==> config.mk <==
export PLATFORM = sky130hd
export DESIGN_NAME = control_unit_flat
export DESIGN_NICKNAME = d
export VERILOG_FILES = /design/src/rtl/control_unit_if.sv /design/src/rtl/control_unit.sv /design/src/flat_wrapper.sv
export SDC_FILE = /design/constraint.sdc
export NUM_CORES = 1
export LEC_CHECK = 0
export BUFFER_PORTS_ARGS = -buffer_cell sky130_fd_sc_hd__buf_2
export CAP_MARGIN = 40
export CELL_PAD_IN_SITES_DETAIL_PLACEMENT = 1
export CELL_PAD_IN_SITES_GLOBAL_PLACEMENT = 1
export CORE_AREA = 2 2 39 41
export CTS_CLUSTER_DIAMETER = 60
export CTS_CLUSTER_SIZE = 40
export DETAILED_ROUTE_END_ITERATION = 6
export DIE_AREA = 0 0 41 43
export PLACE_DENSITY_LB_ADDON = 0.1
export SKIP_CTS_REPAIR_TIMING = 1
export SLEW_MARGIN = 20
export SYNTH_ARGS = -nofsm -noshare
export SYNTH_HDL_FRONTEND = slang
export SYNTH_SLANG_ARGS = --single-unit
export TNS_END_PERCENT = 50
==> constraint.sdc <==
create_clock -name clk -period 2.6 [get_ports clk]
set_input_delay 0.39 -clock clk [delete_from_list [all_inputs] [get_ports clk]]
set_output_delay 0.39 -clock clk [all_outputs]
set_load 0.005 [all_outputs]
==> src/rtl/control_unit_if.sv <==
// Control/status bundle between control_unit and its y/s data path.
// The master side is the controller; the slave side is the data path.
interface control_unit_if;
  logic       start;
  logic       b;
  logic       y_inc;
  logic [1:0] y_select_next;
  logic [1:0] s_step;
  logic       y_en;
  logic       s_en;
  logic       y_store_x;
  logic       s_add;
  logic       s_zero;
  logic       busy;
  logic       done;

  modport master (
    input  start, b, y_inc,
    output y_select_next, s_step, y_en, s_en, y_store_x, s_add, s_zero, busy, done
  );

  modport slave (
    output start, b, y_inc,
    input  y_select_next, s_step, y_en, s_en, y_store_x, s_add, s_zero, busy, done
  );
endinterface

==> src/rtl/control_unit.sv <==
// Sequencer for one load/scan pass over the 8 bit positions of y.
// The pass is LOAD, then SCAN for 8 cycles, then a one-cycle DONE pulse.
module control_unit (
  input  logic                 clk,
  input  logic                 rst,
  control_unit_if.master       cu
);

  typedef enum logic [1:0] {
    IDLE,
    LOAD,
    SCAN,
    DONE
  } state_t;

  state_t     state_q, state_d;
  logic [2:0] idx_q, idx_d;

  always_ff @(posedge clk or negedge rst) begin
    if (!rst) begin
      state_q <= IDLE;
      idx_q   <= '0;
    end else begin
      state_q <= state_d;
      idx_q   <= idx_d;
    end
  end

  always_comb begin
    state_d          = state_q;
    idx_d            = idx_q;
    cu.y_select_next = '0;
    cu.s_step        = '0;
    cu.y_en          = 1'b0;
    cu.s_en          = 1'b0;
    cu.y_store_x     = 1'b0;
    cu.s_add         = 1'b0;
    cu.s_zero        = 1'b0;
    cu.busy          = 1'b0;
    cu.done          = 1'b0;

    unique case (state_q)
      IDLE: begin
        if (cu.start) state_d = LOAD;
      end

      LOAD: begin
        cu.y_store_x = 1'b1;
        cu.y_en      = 1'b1;
        cu.s_zero    = 1'b1;
        cu.s_add     = 1'b1;
        cu.s_step    = 2'd0;
        cu.s_en      = 1'b1;
        cu.busy      = 1'b1;
        idx_d        = '0;
        state_d      = SCAN;
      end

      SCAN: begin
        cu.s_add  = 1'b1;
        cu.s_step = 2'd1;
        cu.s_en   = 1'b1;
        cu.busy   = 1'b1;
        idx_d     = idx_q + 3'd1;
        // Mealy y update: selected bit outranks the s==1 increment
        if (cu.b) begin
          cu.y_select_next = 2'd2;
          cu.y_en          = 1'b1;
        end else if (cu.y_inc) begin
          cu.y_select_next = 2'd1;
          cu.y_en          = 1'b1;
        end
        if (idx_q == 3'd7) state_d = DONE;
      end

      DONE: begin
        cu.done = 1'b1;
        state_d = IDLE;
      end

      default: state_d = IDLE;
    endcase
  end

endmodule

==> src/flat_wrapper.sv <==
// flat-port wrapper written by rule: the top's interface ports become plain ports
module control_unit_flat 
  (clk, rst, cu_start, cu_b, cu_y_inc, cu_y_select_next, cu_s_step, cu_y_en, cu_s_en, cu_y_store_x, cu_s_add, cu_s_zero, cu_busy, cu_done);
  control_unit_if cu_i ();
  input  logic clk;
  input  logic rst;
  input wire logic [$bits(cu_i.start)-1:0] cu_start;
  input wire logic [$bits(cu_i.b)-1:0] cu_b;
  input wire logic [$bits(cu_i.y_inc)-1:0] cu_y_inc;
  output wire logic [$bits(cu_i.y_select_next)-1:0] cu_y_select_next;
  output wire logic [$bits(cu_i.s_step)-1:0] cu_s_step;
  output wire logic [$bits(cu_i.y_en)-1:0] cu_y_en;
  output wire logic [$bits(cu_i.s_en)-1:0] cu_s_en;
  output wire logic [$bits(cu_i.y_store_x)-1:0] cu_y_store_x;
  output wire logic [$bits(cu_i.s_add)-1:0] cu_s_add;
  output wire logic [$bits(cu_i.s_zero)-1:0] cu_s_zero;
  output wire logic [$bits(cu_i.busy)-1:0] cu_busy;
  output wire logic [$bits(cu_i.done)-1:0] cu_done;
  assign cu_i.start = cu_start;
  assign cu_i.b = cu_b;
  assign cu_i.y_inc = cu_y_inc;
  assign cu_y_select_next = cu_i.y_select_next;
  assign cu_s_step = cu_i.s_step;
  assign cu_y_en = cu_i.y_en;
  assign cu_s_en = cu_i.s_en;
  assign cu_y_store_x = cu_i.y_store_x;
  assign cu_s_add = cu_i.s_add;
  assign cu_s_zero = cu_i.s_zero;
  assign cu_busy = cu_i.busy;
  assign cu_done = cu_i.done;
  control_unit u_core (.clk(clk), .rst(rst), .cu(cu_i));
endmodule
### After elaboration in Yosys (flattened, before gate mapping)

Index checks and enable logic that the tools add are counted.

* bits in registers: 5
* input port bits: 5
* output and inout bits: 11
* word-level logic and storage cells: 27

* add/sub/neg operators: 1
* equality and inequality tests: 6
* muxes and demuxes: 14
* reductions and logical operators: 4

Operators with widths (count)
* two-way mux 2 bit: 4
* case mux 2 bit (4 select lines): 1
* two-way mux 1 bit: 7
* case mux 3 bit (2 select lines): 1
* equality test 2 bit, second input constant: 2
* adder 3 x 1 -> 3 bit, second input constant: 1
* equality test 3 bit, second input constant: 1
* equality test 2 x 1 -> 1 bit, second input constant: 1
* logical NOT 2 bit: 1
* inequality test 2 x 1 -> 1 bit, second input constant: 1
* inequality test 2 bit, second input constant: 1
* case mux 1 bit (2 select lines): 1
* AND reduction 2 bit: 1
* nonzero test 2 bit: 1
* OR reduction 2 bit: 1

### Depth between registers and ports, before layout

* depth after elaboration: 3
* depth in mapped cells: 5
* depth with buffers taken out: 5

### Worst setup path after synthesis

OpenSTA, ideal clock, no wires.

* path type: register -> output
* start: register u_core.state_q[0]
* end: output cu_y_en
* arrival: 1.035 ns
* data required time: 2.210 ns
* slack: 1.175 ns
* cell stages (with the launch flop): 4
* buffers on the path: 0
* cell sequence: dfrtp_1 inv_1 ha_1 o21a_1

* word-level cells in the longest chain between the ends: 2
* elaborated cells between the ends (all ways): 3
* those cells by class: eq/ne (2); mux (1)

RTL lines
* start, declared: RTL line control_unit.sv:16 `state_t state_q, state_d;`
* start signal, assigned: RTL line control_unit.sv:24 `state_q <= state_d;`
* equality test 2 bit or equality test 2 x 1 -> 1 bit (tied branches): RTL line control_unit.sv:42 `unique case (state_q)`
* case mux 1 bit (2 select lines) (*): RTL line control_unit.sv:42
* end, declared: RTL line flat_wrapper.sv:12 `output wire logic [$bits(cu_i.y_en)-1:0] cu_y_en;`

Mark *: on every way between the ends. The rest lies on a longest branch, timed or not.

### Worst setup path after layout

* start: register u_core.state_q[1]
* end: output cu_y_en

The elaborated chain is that of the path after synthesis.

==> summary.md <==
| Metric | Value |
|---|---|
| Result of the run | `complete, no violations` |
| Synth area leaders | `dfrtp_1, ha_1, buf_4, inv_1, nand3_1` |
| Number of I/O port buffers | `14` |
| Post-Layout Cell Count | `68` |
| Number of nets with antenna violations after detailed routing | `0` |
| Count of final setup violators | `0` |
| Power share of the sequential group | `23.1%` |
| Largest stage delay, worst path | `0.46 ns` |
| Data arrival at the endpoint of the critical path | `1.45 ns` |
| P per Cell Area | `1260 nW/um^2` |
| Worst path buffer plus inverter count | `2` |
| Period Utilization, post-route | `70.9%` |
| Post-synth top area share | `33.0%` |
| Post-detailed-route via-to-cell ratio | `4.22` |
| Overall fraction of global-route tracks in use | `12.0%` |
| Reg-to-reg critical path startpoint | `u_core.state_q[0]` |
| Number of stages on the worst setup path | `4` |
| Gate count after technology mapping | `37` |
| Clock insertion delay at the later pin of the skew report | `0.24 ns` |
| Antenna violations before repair | `0` |
| Initial Utilization | `27.4%` |
| Number of buffers inserted during clock tree synthesis | `3` |
| Post-route design area | `475 um^2` |
| Leakage Power | `0.271 nW` |
| Syn Std Cell Area | `379 um^2` |
| Number of global-route vias before repair | `299` |
| Global placement routability congestion | `0.619` |
| Distinct cells, synth | `14` |
| Library cell contributing the largest single delay on the critical path | `ha_1` |
| Worst reg2reg path endpoint | `u_core.state_q[1]` |
| Antenna diode count | `0` |
| Proportion of total power due to net switching | `40.3%` |
| Routed length per instance | `12.0 um` |
| Level count of the clock H-tree | `1` |
| Maximum number of pins on one net before global-route repair | `12` |
| Width of the die | `41 um` |
| Layout cell share with drive strength beyond 1 | `42.3%` |
| R2R cell count | `5` |
| Core region area | `1380 um^2` |
| Internal cell power | `0.000358 W` |
| Critical path startpoint | `u_core.state_q[1]` |
| Maximum clock rate | `0.542 GHz` |
| Floorplan die height | `43 um` |
| Clock root buffer | `clkbuf_4` |
| Largest delay contributor family on the critical path | `adder cells` |
| Kind of start point of the critical path | `register` |
| Worst reg2reg setup slack | `1.16 ns` |
| Min-delay worst type | `in2async` |
| Flip-flop and latch count after synthesis | `5` |
| Pre-Repair DR Iteration Count | `2` |
| Combinational cell fraction of total power | `62.1%` |
| CP cell instances | `inv_1 -> ha_1 -> o21a_1 -> buf_2` |
| Number of maximum-capacitance violations | `0` |
| Count of flip-flops with a built-in enable after synthesis | `0` |
| TritonCTS clock tree | `done` |
| Cell area after placement | `439 um^2` |
| Layout overhead on the synthesized area | `25.4%` |
| Setup tns final | `0 ns` |
| Most used standard cell by instance count after synthesis | `ha_1` |
| Clock network power share | `14.8%` |
| Mean instance size in the synthesized netlist | `10.2 um^2` |
| Worst clock skew | `0.000306 ns` |
| Category of the worst setup path capture point | `output pin` |
| TritonCTS sink count | `5` |
| Most frequent cells after synthesis | `ha_1, inv_1, dfrtp_1, buf_4` |
| Proportion of synthesized flip-flops having asynchronous set or reset | `100%` |
| Top fanout value on the critical path | `11` |
| Maximum ir drop on the vdd rail | `0.403 mV` |
| Number of inserted filler cells in the final layout | `174` |
| Share of the core filled with cells | `34.4%` |
| Seq/Total Area, Yosys | `33.0%` |
| First-pass GRT wire length | `1400 um` |
| Synth area leader | `dfrtp_1` |
| Total number of nets in the final design | `65` |
| CP required | `2.21 ns` |
| Count of final hold-check violations | `0` |
| CP Class | `reg2out` |
| Drc violations | `0` |
| Site Rows | `14` |
| Synthesis warning total | `0` |
| CTS clk-pin slew, worst paths | `0.04 ns` |
| Remaining global-route overflow | `0` |
| Number of pins with negative max-slew slack in the final report | `0` |
| Most instantiated flip-flop cell in the synthesis netlist | `dfrtp_1` |
| Detailed router's first-iteration violation count | `1` |
| Min cycle time layout | `1.84 ns` |
| Post-synthesis net count | `49` |
| Unrepaired setup endpoints after global routing | `no` |
| Number of placed I/O pins | `16` |
| Vias | `287` |
| Instance count after placement with tap cells included | `63` |
| Capture point of the critical path | `cu_y_en` |
| Drt total wl | `815 um` |
| Number of buffers on the longest clock path | `2` |
| Switching power summed over all nets | `0.000241 W` |
| Area of the die | `1760 um^2` |
==> cells by family (layout without fill, tap and decap cells) <==
family	after synthesis	count (layout)	share of synthesized area, %
buffers and inverters	10	25	13.9
adder cells (fa/ha/maj)	7	7	23.1
flip-flops	5	5	33.0
AND/OR/NAND/NOR	6	6	11.9
other	1	1	0.989
AO/OA/AOI/OAI	7	7	13.2
multiplexers	1	1	3.96
==> worst register-to-register path, delay by kind of cell (launching register included) <==
family          cells  cell delay [ns]
flops               1             0.39
compound gates      1             0.15
mux                 1             0.32
simple gates        1             0.14
fa+ha+maj           1             0.23
buf+inv             1             0.09
==> cell usage in the layout, fill, tap and decap left out, drive strengths merged <==
cell | synthesis | final
a21oi | 1 | 1
and2 | 1 | 1
and3b | 1 | 1
buf | 4 | 14
clkbuf | 0 | 4
conb | 1 | 1
dfrtp | 5 | 5
dlygate4sd3 | 0 | 1
ha | 7 | 7
inv | 6 | 6
mux2 | 1 | 1
nand3 | 3 | 3
nor2b | 1 | 1
o21a | 2 | 2
o21ai | 3 | 3
o32a | 1 | 1
==> cell type report <==
cell class | instances | area (um^2) | share of cell area [%]
Timing Repair Buffer | 15 | 80.1 | 16.8
Clock buffer | 4 | 26.3 | 5.53
Inverter | 6 | 22.5 | 4.74
Sequential cell | 5 | 125 | 26.3
Tap cell | 16 | 20.0 | 4.21
Multi-Input combinational cell | 22 | 201 | 42.4
==> how the worst min path moves through the flow <==
stage | cells past startpoint | endpoint | startpoint
2_1_floorplan | 0 | u_core.idx_q[0] | rst
3_3_place_gp | 1 | u_core.state_q[0] | rst
3_5_place_dp | 1 | u_core.state_q[0] | rst
4_1_cts | 1 | u_core.state_q[0] | rst
5_1_grt | 2 | u_core.idx_q[2] | rst
6_report | 2 | u_core.idx_q[0] | rst
==> state kept, by name, summed over array words and instances (netlist names) <==
register / flops
u_core.idx_q: 3
u_core.state_q: 2
==> power groups by stage <==
stage               clock network (W)  logic (W)  registers (W)
finish                      0.0000885   0.000372       0.000138
global route                 0.000103   0.000427       0.000146
CTS                         0.0000947   0.000383       0.000140
detailed placement                  0   0.000381       0.000141
global placement                    0   0.000364       0.000137
floorplan                           0   0.000290       0.000133
==> per-stage QoR <==
step	power (W)	setup slack, ns	hold WS (ns)
global route	0.000676	0.589	0.514
global placement	0.000500	1.03	0.210
finish	0.000599	0.757	0.501
detailed placement	0.000522	0.980	0.217
floorplan	0.000423	1.18	0.0944
CTS	0.000617	0.712	-0.0443
==> routing by layer <==
layer	global-route usage, %	vias up	wire, um
met4	6.00	0	0
met3	3.14	0	34
li1	-	146	-
met2	17.5	5	440
met1	15.6	136	341
met5	0	-	0
(Power assumes the default switching activity.)
